$ cat config.mk
export PLATFORM = sky130hd
export DESIGN_NAME = rt_block_sampler_flat
export DESIGN_NICKNAME = d
export VERILOG_FILES = /design/src/rtl/rt_block_sampler_pkg.sv /design/src/rtl/rt_block_sampler_if.sv /design/src/rtl/rt_block_sampler_dbuf.sv /design/src/rtl/rt_block_sampler.sv /design/src/flat_wrapper.sv
export SDC_FILE = /design/constraint.sdc
export NUM_CORES = 2
export LEC_CHECK = 0
export ABC_AREA = 1
export BUFFER_PORTS_ARGS = -buffer_cell sky130_fd_sc_hd__buf_2
export CAP_MARGIN = 10
export CORE_AREA = 2 2 461 463
export DETAILED_ROUTE_END_ITERATION = 10
export DIE_AREA = 0 0 463 465
export PLACE_DENSITY = 0.57
export SETUP_SLACK_MARGIN = 0.4
export SLEW_MARGIN = 40
export SYNTH_ARGS = -nofsm -noshare
export SYNTH_HDL_FRONTEND = slang
export SYNTH_MEMORY_MAX_BITS = 65536
export SYNTH_SLANG_ARGS = --single-unit
$ cat constraint.sdc
create_clock -name sysclk -period 13 [get_ports sysclk]
set_input_delay 0.65 -clock sysclk [delete_from_list [all_inputs] [get_ports sysclk]]
set_output_delay 0.65 -clock sysclk [all_outputs]
set_load 0.1 [all_outputs]
$ cat src/rtl/rt_block_sampler_pkg.sv
// Shared constants for the real-time block sampler: device offsets, block size, index decode.
// Latency: n/a (pure constants and combinational helper functions).
// Backpressure: n/a.
package rt_block_sampler_pkg;

  // Board-level (channel 0) register offsets
  localparam logic [3:0] OFF_STATUS  = 4'h0;
  localparam logic [3:0] OFF_TEMP    = 4'h3;
  localparam logic [3:0] OFF_DIGIO   = 4'hA;
  // Per-motor offsets
  localparam logic [3:0] OFF_ADC     = 4'h0;
  localparam logic [3:0] OFF_MSTAT   = 4'hC;
  // Per-encoder offsets, contiguous POS..RUN
  localparam logic [3:0] OFF_ENC_POS  = 4'h4;
  localparam logic [3:0] OFF_ENC_VEL  = 4'h5;
  localparam logic [3:0] OFF_ENC_QTR1 = 4'h6;
  localparam logic [3:0] OFF_ENC_QTR5 = 4'h7;
  localparam logic [3:0] OFF_ENC_RUN  = 4'h8;

  typedef enum logic [1:0] {
    ST_IDLE  = 2'd0,
    ST_ISSUE = 2'd1,
    ST_DRAIN = 2'd2
  } state_e;

  // Quadlets per block: timestamp + 3 board quadlets + 2 per motor + 5 per encoder.
  function automatic int nq(input int nm, input int ne);
    return 4 + 2 * nm + 5 * ne;
  endfunction

  // Block index -> {chan, off}. Index 0 (timestamp) never reaches the bus.
  function automatic logic [7:0] blk_addr(input logic [7:0] idx, input int nm);
    int i;
    int j;
    logic [3:0] ch;
    logic [3:0] off;
    i   = int'(idx);
    ch  = 4'h0;
    off = OFF_STATUS;
    if (i == 2) begin
      off = OFF_DIGIO;
    end else if (i == 3) begin
      off = OFF_TEMP;
    end else if (i >= 4 && i < 4 + 2 * nm) begin
      j   = i - 4;
      ch  = 4'(j / 2 + 1);
      off = (j % 2 == 1) ? OFF_MSTAT : OFF_ADC;
    end else if (i >= 4 + 2 * nm) begin
      j   = i - 4 - 2 * nm;
      ch  = 4'(j / 5 + 1);
      off = OFF_ENC_POS + 4'(j % 5);
    end
    return {ch, off};
  endfunction

endpackage

$ cat src/rtl/rt_block_sampler_if.sv
// Bus bundle between the sampler, the board register read mux and the block-read logic.
// Latency: n/a (wires only).
// Backpressure: none; reg_rdata follows reg_raddr after a fixed latency.
// Ports: sample_start/timestamp (request), reg_raddr/reg_rdata (register sweep),
//        sample_busy/chan/done/overrun (status), sample_raddr/sample_rdata (block readout).
interface rt_block_sampler_if #(
  parameter int ADDR_WIDTH = 6
);
  logic                  sample_start;
  logic [31:0]           timestamp;
  logic [15:0]           reg_raddr;
  logic [31:0]           reg_rdata;
  logic                  sample_busy;
  logic [3:0]            sample_chan;
  logic                  sample_done;
  logic                  sample_overrun;
  logic [ADDR_WIDTH-1:0] sample_raddr;
  logic [31:0]           sample_rdata;

  // master: the sampler itself
  modport master (
    input  sample_start, timestamp, reg_rdata, sample_raddr,
    output reg_raddr, sample_busy, sample_chan, sample_done, sample_overrun, sample_rdata
  );

  // slave: the surrounding board/host logic
  modport slave (
    output sample_start, timestamp, reg_rdata, sample_raddr,
    input  reg_raddr, sample_busy, sample_chan, sample_done, sample_overrun, sample_rdata
  );
endinterface

$ cat src/rtl/rt_block_sampler_dbuf.sv
// Double-buffered block store: write into one bank while the reader sees the other.
// Latency: read data registered, 1 cycle after rd_addr; swap takes effect for the read in the swap cycle.
// Backpressure: none; single write port, always-ready read port.
// Ports: clk/rst, wr_en/wr_addr/wr_data (write bank), swap, rd_addr/rd_data (read bank).
module rt_block_sampler_dbuf #(
  parameter int ADDR_WIDTH = 6,
  parameter int NQ         = 32
) (
  input  logic                  clk_i,
  input  logic                  rst_i,
  input  logic                  wr_en_i,
  input  logic [ADDR_WIDTH-1:0] wr_addr_i,
  input  logic [31:0]           wr_data_i,
  input  logic                  swap_i,
  input  logic [ADDR_WIDTH-1:0] rd_addr_i,
  output logic [31:0]           rd_data_o
);
  logic [31:0] mem_q [2**(ADDR_WIDTH+1)];
  logic        bank_q;    // current read bank; write bank is its complement
  logic        rd_bank;
  logic [31:0] rdata_q;

  // Reading through the post-swap bank in the swap cycle makes the new block
  // appear on rd_data exactly one cycle after the done pulse.
  assign rd_bank = swap_i ? ~bank_q : bank_q;

  // Contents survive reset on purpose: the last completed block stays readable.
  always_ff @(posedge clk_i) begin
    if (wr_en_i) begin
      mem_q[{~bank_q, wr_addr_i}] <= wr_data_i;
    end
  end

  always_ff @(posedge clk_i) begin
    if (rst_i) begin
      bank_q  <= 1'b0;
      rdata_q <= 32'h0;
    end else begin
      if (swap_i) begin
        bank_q <= ~bank_q;
      end
      // Entries beyond the block are never written; present them as zero.
      rdata_q <= (int'(rd_addr_i) < NQ) ? mem_q[{rd_bank, rd_addr_i}] : 32'h0;
    end
  end

  assign rd_data_o = rdata_q;
endmodule

$ cat src/rtl/rt_block_sampler.sv
// Timestamps and sweeps one real-time read block into a double buffer on each start.
// Latency: start-to-done NQ+RD_LATENCY cycles; readout 1 cycle after sample_raddr.
// Backpressure: none; a start while busy is dropped and flagged on sample_overrun.
// Ports: sysclk/reset plain; everything else on bus (rt_block_sampler_if.master).
module rt_block_sampler #(
  parameter int NUM_MOTORS   = 4,
  parameter int NUM_ENCODERS = 4,
  parameter int RD_LATENCY   = 1,
  parameter int ADDR_WIDTH   = 6
) (
  input  logic               sysclk,
  input  logic               reset,
  rt_block_sampler_if.master bus
);
  import rt_block_sampler_pkg::*;

  localparam int         NQ       = nq(NUM_MOTORS, NUM_ENCODERS);
  localparam logic [7:0] LAST_IDX = 8'(NQ - 1);
  localparam logic [1:0] LAT      = 2'(RD_LATENCY);

  state_e      state_q, state_d;
  logic [7:0]  idx_q, idx_d;
  logic [1:0]  cnt_q, cnt_d;
  logic [15:0] raddr_q, raddr_d;
  logic [3:0]  chan_q, chan_d;
  logic        ovr_q, ovr_d;
  logic        start_acc;
  logic        issue;
  logic        done;
  logic        busy;
  logic [7:0]  next_addr;

  // Capture pipeline: tracks which index the returning reg_rdata belongs to.
  logic        vld_pipe_q [RD_LATENCY];
  logic [7:0]  idx_pipe_q [RD_LATENCY];

  logic                  wr_en;
  logic [ADDR_WIDTH-1:0] wr_addr;
  logic [31:0]           wr_data;

  assign issue = (state_q == ST_ISSUE);
  // DRAIN runs RD_LATENCY+1 cycles; its last cycle is the done cycle, where busy is already low.
  assign done  = (state_q == ST_DRAIN) && (cnt_q == LAT);
  assign busy  = issue || ((state_q == ST_DRAIN) && (cnt_q != LAT));

  always_comb begin
    state_d   = state_q;
    idx_d     = idx_q;
    cnt_d     = cnt_q;
    ovr_d     = ovr_q;
    start_acc = 1'b0;
    unique case (state_q)
      ST_IDLE: begin
        if (bus.sample_start) begin
          start_acc = 1'b1;
          ovr_d     = 1'b0;
          idx_d     = 8'd1;
          state_d   = ST_ISSUE;
        end
      end
      ST_ISSUE: begin
        if (bus.sample_start) ovr_d = 1'b1;
        if (idx_q == LAST_IDX) begin
          cnt_d   = 2'd0;
          state_d = ST_DRAIN;
        end else begin
          idx_d = idx_q + 8'd1;
        end
      end
      ST_DRAIN: begin
        if (bus.sample_start) ovr_d = 1'b1;
        if (cnt_q == LAT) begin
          state_d = ST_IDLE;
        end else begin
          cnt_d = cnt_q + 2'd1;
        end
      end
      default: state_d = ST_IDLE;
    endcase
  end

  // Address for the index being issued next cycle; bus returns to 0 outside ISSUE.
  assign next_addr = blk_addr(idx_d, NUM_MOTORS);

  always_comb begin
    raddr_d = 16'h0000;
    chan_d  = 4'h0;
    if (state_d == ST_ISSUE) begin
      raddr_d = {8'h00, next_addr};
      chan_d  = next_addr[7:4];
    end
  end

  always_ff @(posedge sysclk) begin
    if (reset) begin
      state_q <= ST_IDLE;
      idx_q   <= 8'd0;
      cnt_q   <= 2'd0;
      raddr_q <= 16'h0000;
      chan_q  <= 4'h0;
      ovr_q   <= 1'b0;
    end else begin
      state_q <= state_d;
      idx_q   <= idx_d;
      cnt_q   <= cnt_d;
      raddr_q <= raddr_d;
      chan_q  <= chan_d;
      ovr_q   <= ovr_d;
    end
  end

  always_ff @(posedge sysclk) begin
    if (reset) begin
      for (int k = 0; k < RD_LATENCY; k++) vld_pipe_q[k] <= 1'b0;
    end else begin
      vld_pipe_q[0] <= issue;
      idx_pipe_q[0] <= idx_q;
      for (int k = 1; k < RD_LATENCY; k++) begin
        vld_pipe_q[k] <= vld_pipe_q[k-1];
        idx_pipe_q[k] <= idx_pipe_q[k-1];
      end
    end
  end

  // Timestamp write (start cycle, IDLE) and bus captures (during sweep) never coincide.
  assign wr_en   = start_acc || vld_pipe_q[RD_LATENCY-1];
  assign wr_addr = ADDR_WIDTH'(start_acc ? 8'd0 : idx_pipe_q[RD_LATENCY-1]);
  assign wr_data = start_acc ? bus.timestamp : bus.reg_rdata;

  rt_block_sampler_dbuf #(
    .ADDR_WIDTH (ADDR_WIDTH),
    .NQ         (NQ)
  ) u_dbuf (
    .clk_i     (sysclk),
    .rst_i     (reset),
    .wr_en_i   (wr_en),
    .wr_addr_i (wr_addr),
    .wr_data_i (wr_data),
    .swap_i    (done),
    .rd_addr_i (bus.sample_raddr),
    .rd_data_o (bus.sample_rdata)
  );

  assign bus.reg_raddr      = raddr_q;
  assign bus.sample_chan    = chan_q;
  assign bus.sample_busy    = busy;
  assign bus.sample_done    = done;
  assign bus.sample_overrun = ovr_q;
endmodule

$ cat src/flat_wrapper.sv
// flat-port wrapper written by rule: the top's interface ports become plain ports
module rt_block_sampler_flat import rt_block_sampler_pkg::*;
#(
  parameter int NUM_MOTORS   = 4,
  parameter int NUM_ENCODERS = 4,
  parameter int RD_LATENCY   = 1,
  parameter int ADDR_WIDTH   = 6
)
  (sysclk, reset, bus_sample_start, bus_timestamp, bus_reg_rdata, bus_sample_raddr, bus_reg_raddr, bus_sample_busy, bus_sample_chan, bus_sample_done, bus_sample_overrun, bus_sample_rdata);
  rt_block_sampler_if #(.ADDR_WIDTH(ADDR_WIDTH)) bus_i ();
  input  logic sysclk;
  input  logic reset;
  input wire logic [$bits(bus_i.sample_start)-1:0] bus_sample_start;
  input wire logic [$bits(bus_i.timestamp)-1:0] bus_timestamp;
  input wire logic [$bits(bus_i.reg_rdata)-1:0] bus_reg_rdata;
  input wire logic [$bits(bus_i.sample_raddr)-1:0] bus_sample_raddr;
  output wire logic [$bits(bus_i.reg_raddr)-1:0] bus_reg_raddr;
  output wire logic [$bits(bus_i.sample_busy)-1:0] bus_sample_busy;
  output wire logic [$bits(bus_i.sample_chan)-1:0] bus_sample_chan;
  output wire logic [$bits(bus_i.sample_done)-1:0] bus_sample_done;
  output wire logic [$bits(bus_i.sample_overrun)-1:0] bus_sample_overrun;
  output wire logic [$bits(bus_i.sample_rdata)-1:0] bus_sample_rdata;
  assign bus_i.sample_start = bus_sample_start;
  assign bus_i.timestamp = bus_timestamp;
  assign bus_i.reg_rdata = bus_reg_rdata;
  assign bus_i.sample_raddr = bus_sample_raddr;
  assign bus_reg_raddr = bus_i.reg_raddr;
  assign bus_sample_busy = bus_i.sample_busy;
  assign bus_sample_chan = bus_i.sample_chan;
  assign bus_sample_done = bus_i.sample_done;
  assign bus_sample_overrun = bus_i.sample_overrun;
  assign bus_sample_rdata = bus_i.sample_rdata;
  rt_block_sampler #(.NUM_MOTORS(NUM_MOTORS), .NUM_ENCODERS(NUM_ENCODERS), .RD_LATENCY(RD_LATENCY), .ADDR_WIDTH(ADDR_WIDTH)) u_core (.sysclk(sysclk), .reset(reset), .bus(bus_i));
endmodule
Word-level counts from Yosys, hierarchy flattened
Memory sizes are Yosys's and may differ from the RTL's. A register that Yosys moved wholly into a read port is not among the register bits.
Index checks and enable logic that the tools add are counted.

word-level totals
  register bits after elaboration = 34
  bits in writable memories = 4105
  input port bits = 73
  output and inout bits = 55
  memories kept = 3

memory list
  name                 depth  bits a word  read ports  clocked after memory_dff  wr ports  RTL line                     RTL
  u_core.u_dbuf.mem_q  128    32           1           1                         1         rt_block_sampler_dbuf.sv:18  logic [31:0] mem_q [2**(ADDR_WIDTH+1)];
  u_core.idx_pipe_q    1      8            1           0                         1         rt_block_sampler.sv:35       logic [7:0] idx_pipe_q [RD_LATENCY];
  u_core.vld_pipe_q    1      1            1           0                         1         rt_block_sampler.sv:34       logic vld_pipe_q [RD_LATENCY];

cells by class
  $add $sub $neg = 8
  divide/modulo/power cells = 2
  magnitude comparators = 4
  eq/ne operators = 13
  muxes and demuxes = 34
  bitwise logic cells = 4
  reductions and logical operators = 16

operator list
  kind                   count
  $mux 4                 9
  $div 32x4->32 const B  1
  $mod 32x4->32 const B  1
  $mux 32                1
  $eq 8x3->1 const B     2
  $mux 8                 2
  $pmux 8 s2             1
  $mux 1                 12
  $mux 2                 5
  $sub 9x5->10 const B   1
  $sub 8x3->9 const B    1
  $add 4x2->4 const B    2
  $add 8x1->8 const B    1
  $eq 8x5->1 const B     1
  $ge 8x3->1 const B     1
  $ge 8x4->1 const B     1
  $lt 8x4->1 const B     1
  $eq 2x1->1 const B     3
  $lt 6x6->1 const B     1
  $mux 6                 1
  $ne 2x2->1 const B     3
  $pmux 2 s3             1
  $reduce_and 3->1       2
  $reduce_or 2->1        3
  other kinds (16)       24

Depth between registers and ports, before layout
  word-level depth = 11
  mapped depth = 59

Cells and area by module
Synthesis repeated with hierarchy kept, for this count alone.

unflattened totals
  cells, all modules = 7979
  area total of the unflattened synthesis = 88135.8 um^2

modules (own cells, without submodules)
  module                 instances  cells an instance  area an instance (um^2)  seq. area each (um^2)
  rt_block_sampler_dbuf  1          7409               84652.4                  62159.6
  rt_block_sampler       1          570                3483.3                   620.6

Worst setup path before layout
OpenSTA, ideal clock, no wires.

  path type = register to register
  from = register u_core.idx_q[0]
  to = register u_core.chan_q[2] (netlist: u_core.bus.sample_chan[2])
  data arrival time = 6.097 ns
  slack = 6.781 ns
  stages on the path, launching flop included = 49
  path buffers = 0
  cell sequence = dfxtp_1 > ha_1 > nand3_2 > nor2_1 > nand2_1 > nand3_2 > inv_2 > ha_1 > nand3_1 > nand2_1 > inv_1 > ha_1 > nand3_2 > nor2_2 > nand2_4 > nand2_8 > nand2_2 > nand2_2 > [13 not listed] > nand2_2 > inv_1 > ha_1 > nand3_1 > nand4_4 > xor2_1 > ha_1 > inv_1 > a21oi_4 > nand3_4 > inv_1 > ha_1 > o21ai_0 > inv_1 > ha_1 > or2_2 > nand3_1 > a21oi_1

between the ends
  cells in the longest elaborated chain, start to end = 11

ends and longest elaborated chain
  item                                       RTL line                                                RTL
  from (decl)                                rt_block_sampler.sv:22                                  logic [7:0] idx_q, idx_d;
  from (signal assigned)                     rt_block_sampler.sv:104                                 idx_q <= idx_d;
  $add 8x1->8 or $eq 8x5->1 (tied branches)  rt_block_sampler.sv:67, rt_block_sampler.sv:63
  $mux 8 (*)                                 rt_block_sampler.sv:63                                  if (idx_q == LAST_IDX) begin
  $pmux 8 s2 (*)                             rt_block_sampler.sv:52                                  unique case (state_q)
  named net u_core.idx_d[3]                  rt_block_sampler.sv:22
  $sub 8x3->9                                rt_block_sampler_pkg.sv:45, rt_block_sampler_pkg.sv:49
  $sub 9x5->10                               rt_block_sampler_pkg.sv:49                              j = i - 4 - 2 * nm;
  $div 32x4->32                              rt_block_sampler_pkg.sv:50                              ch = 4'(j / 5 + 1);
  $add 4x2->4                                rt_block_sampler_pkg.sv:50
  $mux 4                                     rt_block_sampler_pkg.sv:48                              end else if (i >= 4 + 2 * nm) begin
  $mux 4                                     rt_block_sampler_pkg.sv:44                              end else if (i >= 4 && i < 4 + 2 * nm) begin
  $mux 4                                     rt_block_sampler_pkg.sv:42                              end else if (i == 3) begin
  $mux 4 (*)                                 rt_block_sampler_pkg.sv:40                              if (i == 2) begin
  to (signal assigned)                       rt_block_sampler.sv:107                                 chan_q <= chan_d;
  to (decl)                                  rt_block_sampler.sv:25                                  logic [3:0] chan_q, chan_d;

Mark *: on every way through the listed nets, which the timed path passes. The rest lies on a longest branch.
A chain may end at the register's enable or synchronous reset.

Worst setup path after layout
Same ends and word-level chain as after synthesis.

==> flow_summary.yaml <==
synth:
  number_of_synthesized_register_bits: 2109
  post_synth_instance_area_mm2: 0.0837
  netlist-cell-type-count: 49
  synth_area_per_cell_um2: 13.2
  yosysWarnings: 0
  synth.yosys.seq_area_share: 0.750
  netlist_instances: 6317
run:
  max_cap_violations: 0
floorplanning:
  die_area_mm2: 0.215
  initial_core_util: 0.397
  die_width_um: 463
  number_of_standard_cell_rows_in_the_floorplan: 169
  pin_count: 128
  placeableCoreArea_mm2: 0.211
  die-height_um: 465
global_routing:
  first_pass_grt_wire_length_mm: 353
  grt_overflow_total: 0
  grt_start_max_net_pins: 212
  grt.total_usage: 0.219
  via_count_of_the_first_global_routing_pass: 51700
  grt_antenna_before_repair: 5
detailed_routing:
  drt_pass_1_iters: 5
  route.detailed.drc: 0
  routed_via_density: 5.79
  totalWireLength_mm: 242
  via_count: 54100
  ant_nets: 0
  drt-initial-drc-count: 6664
  wire_per_inst_um: 25.9
clock_network:
  cts_hold_buf: 0
  clkTransAtPathRegs_ns: 0.06
  cts_inserted_buffers: 215
  cts_post_setup_buffers_inserted: 0
  clock-root-buffer: "clkbuf_16"
  htree_num_levels: 4
  clock-sinks: 2109
  cts_repair_resize_count: 0
  tritoncts_clock_tree: "yes"
  largest_buffer_count_on_any_clock_path: 3
  clock_insertion_delay_worst_skew_ns: 0.84
finish:
  final_layout_size_suffix_gt1_frac: 0.118
  post_layout_nonfiller_instances: 9338
  num-fill-cells: 18700
  final-seq-area_mm2: 0.0628
  multi_input_comb_area_mm2: 0.0193
  final_util: 0.451
  nets: 6431
  area.growth.synth_to_final_pct: 13.6
timing:
  report.final.slew_viol_count: 0
  tightest_slew_ns: 0.921
  setup_tns_ns: 0
  slew_headroom: 0.386
  rsz0062_at_grt: "no"
  setup-violations-final: 0
  layout_worst_path_cycle_share: 0.556
  clock_skew_ns: 0.0286
  max_clock_freq_mhz: 138
  timing.final.hold_violations: 0
  fin_crit_ns: 7.23
worst_setup_path:
  setup_cp_type: "reg -> reg"
  r2r.worst_path.cells: 49
  cp.arrival_ns: 7.94
  slowest_stage: "dfxtp_1"
  critical_path.max_stage_delay_ns: 0.46
  setup.reg_to_reg.worst_slack_ns: 5.77
  crit-reg2reg-capture: "u_core.bus.sample_chan[2]"
  crit_path_end_kind: "flop"
  startpoint_type: "flop"
  r2r_start: "u_core.idx_q[0]"
  path_max_fanout: 10
  critPathMostFrequentCell: "nand2_2"
  critical_path_buf_inv_count: 8
  family_with_the_most_delay_on_the_worst_path: "simple AND/OR/NAND/NOR gates"
  cp.required_ns: 13.72
worst_hold_path:
  hold-path-cell-count: 3
  hold-path-endpoint: "u_core.bus.sample_overrun"
  hp-class: "in -> reg"
  timing.hold.worst.start: "bus_sample_start"
placement:
  buffer_ports.inserted: 119
  routabilityCongestion: 0.799
  place_hpwl_mm: 119
  place.detailed.instances: 8932
pwr:
  post-layout-total-power_mw: 14.9
  vdd_ir_drop_max_v: 0.000125
  power.density_mw_per_mm2: 157
  leakage_nw: 30.2
outcome:
  status: "finished clean"
[synth_stat cells (all sizes together)]
master | number | share of area
o211ai | 114 | 0.010
inv | 96 | 0.0043
clkinv | 2 | 0.000090
xor2 | 9 | 0.00094
nor2 | 1211 | 0.055
nand3 | 223 | 0.014
nand2 | 265 | 0.013
a32o | 3 | 0.00036
o31ai | 2 | 0.00030
a21oi | 67 | 0.0042
clkbuf | 441 | 0.020
xnor2 | 2 | 0.00021
conb | 1 | 0.000045
buf | 35 | 0.0021
o21ai | 1103 | 0.066
o22ai | 201 | 0.015
a32oi | 2 | 0.00021
a21o | 1 | 0.000090
a311oi | 2 | 0.00021
a31oi | 24 | 0.0018
dfxtp | 55 | 0.013
a211oi | 10 | 0.00090
o221ai | 312 | 0.033
o311ai | 2 | 0.00021
nand3b | 3 | 0.00042
edfxtp | 2054 | 0.74
or2 | 8 | 0.00060
ha | 25 | 0.0037
nand4 | 11 | 0.0010
nor3 | 31 | 0.0019
a31o | 2 | 0.00021
[layout by cell type, fill, tap and decap left out, types with 24 or more instances in the layout]
cell	count
edfxtp_1	2054
nor2_1	1146
o21ai_0	1099
o221ai_1	312
clkbuf_16	217
nand3_1	208
nand2_1	203
o22ai_1	201
buf_4	122
o211ai_1	114
buf_2	114
inv_1	69
a21oi_1	64
clkinv_1	60
nor2_4	60
dfxtp_1	55
nand2_2	53
clkbuf_1	40
clkinv_2	34
ha_1	25
a31oi_1	24
[power breakdown]
part | leakage (nW) | switching (mW) | internal (mW)
clock network | 3.40 | 2.62 | 3.53
logic | 7.78 | 0.901 | 0.271
registers | 19.0 | 0.0111 | 7.61
total | 30.2 | 3.53 | 11.4
[layer usage]
| metal | wire length, um | vias to the layer above | track usage |
|---|---|---|---|
| met4 | 5260 | 0 | 0.0563 |
| met2 | 115000 | 2317 | 0.360 |
| met5 | 0 | - | 0 |
| met1 | 103000 | 27500 | 0.306 |
| met3 | 18000 | 364 | 0.0321 |
| li1 | - | 23900 | - |
[worst min-delay path: cells and delay by family]
| family | cells | cell delay, ns |
|---|---|---|
| AND/OR/NAND/NOR | 1 | 0.06 |
| buffers and inverters | 1 | 0.12 |
| AO/OA/AOI/OAI | 1 | 0.14 |
[sequential cells by signal, summed over array words and instances (netlist names)]
register / flops
u_core.idx_pipe_q: 6
u_core.bus.sample_chan: 4
u_core.vld_pipe_q: 1
u_core.u_dbuf.rd_data_o: 32
u_core.idx_q: 8
u_core.u_dbuf.mem_q: 2048
u_core.bus.sample_overrun: 1
u_core.state_q: 2
u_core.u_dbuf.bank_q: 1
u_core.bus.reg_raddr: 4
u_core.cnt_q: 2
[metrics by stage]
step           hold WS [ns]  area (um2)  setup slack (ns)
2_1_floorplan         0.433       83700              6.78
3_3_place_gp          0.451       87800              6.11
3_5_place_dp          0.457       87900              5.81
4_1_cts               0.127       94900              5.77
5_1_grt               0.165       95100              5.13
6_report              0.180       95100              5.77
[final cells by class]
| type | count | share of cell area |
|---|---|---|
| multi-input cells | 3641 | 0.203 |
| clock inverters | 137 | 0.0142 |
| repair buffers | 268 | 0.0212 |
| inverters | 98 | 0.00430 |
| diodes | 1 | 0.0000263 |
| clock buffers | 263 | 0.0596 |
| well taps | 2821 | 0.0371 |
| flip-flops and latches | 2109 | 0.660 |
[kinds of logic (layout without fill, tap and decap cells)]
family,Yosys count,in the layout,share of synthesized area
compound gates,1845,1845,0.132
flops,2109,2109,0.750
xor+xnor,11,11,0.00115
simple gates,1752,1752,0.0861
other cells,1,9,0.0000448
buf+inv,574,766,0.0263
fa+ha+maj,25,25,0.00374
[worst max-delay path by stage]
| stage | slack, ns | from | end | cells past startpoint |
|---|---|---|---|---|
| global route | 5.13 | u_core.state_q[1] | u_core.bus.sample_chan[2] | 52 |
| finish | 5.77 | u_core.idx_q[0] | u_core.bus.sample_chan[2] | 49 |
| CTS | 5.77 | u_core.idx_q[0] | u_core.bus.sample_chan[2] | 49 |
| detailed placement | 5.81 | u_core.idx_q[0] | u_core.bus.sample_chan[2] | 49 |
| floorplan | 6.78 | u_core.idx_q[0] | u_core.bus.sample_chan[2] | 48 |
| global placement | 6.11 | u_core.idx_q[0] | u_core.bus.sample_chan[2] | 44 |
No activity file was read; power rests on OpenSTA's default activity.
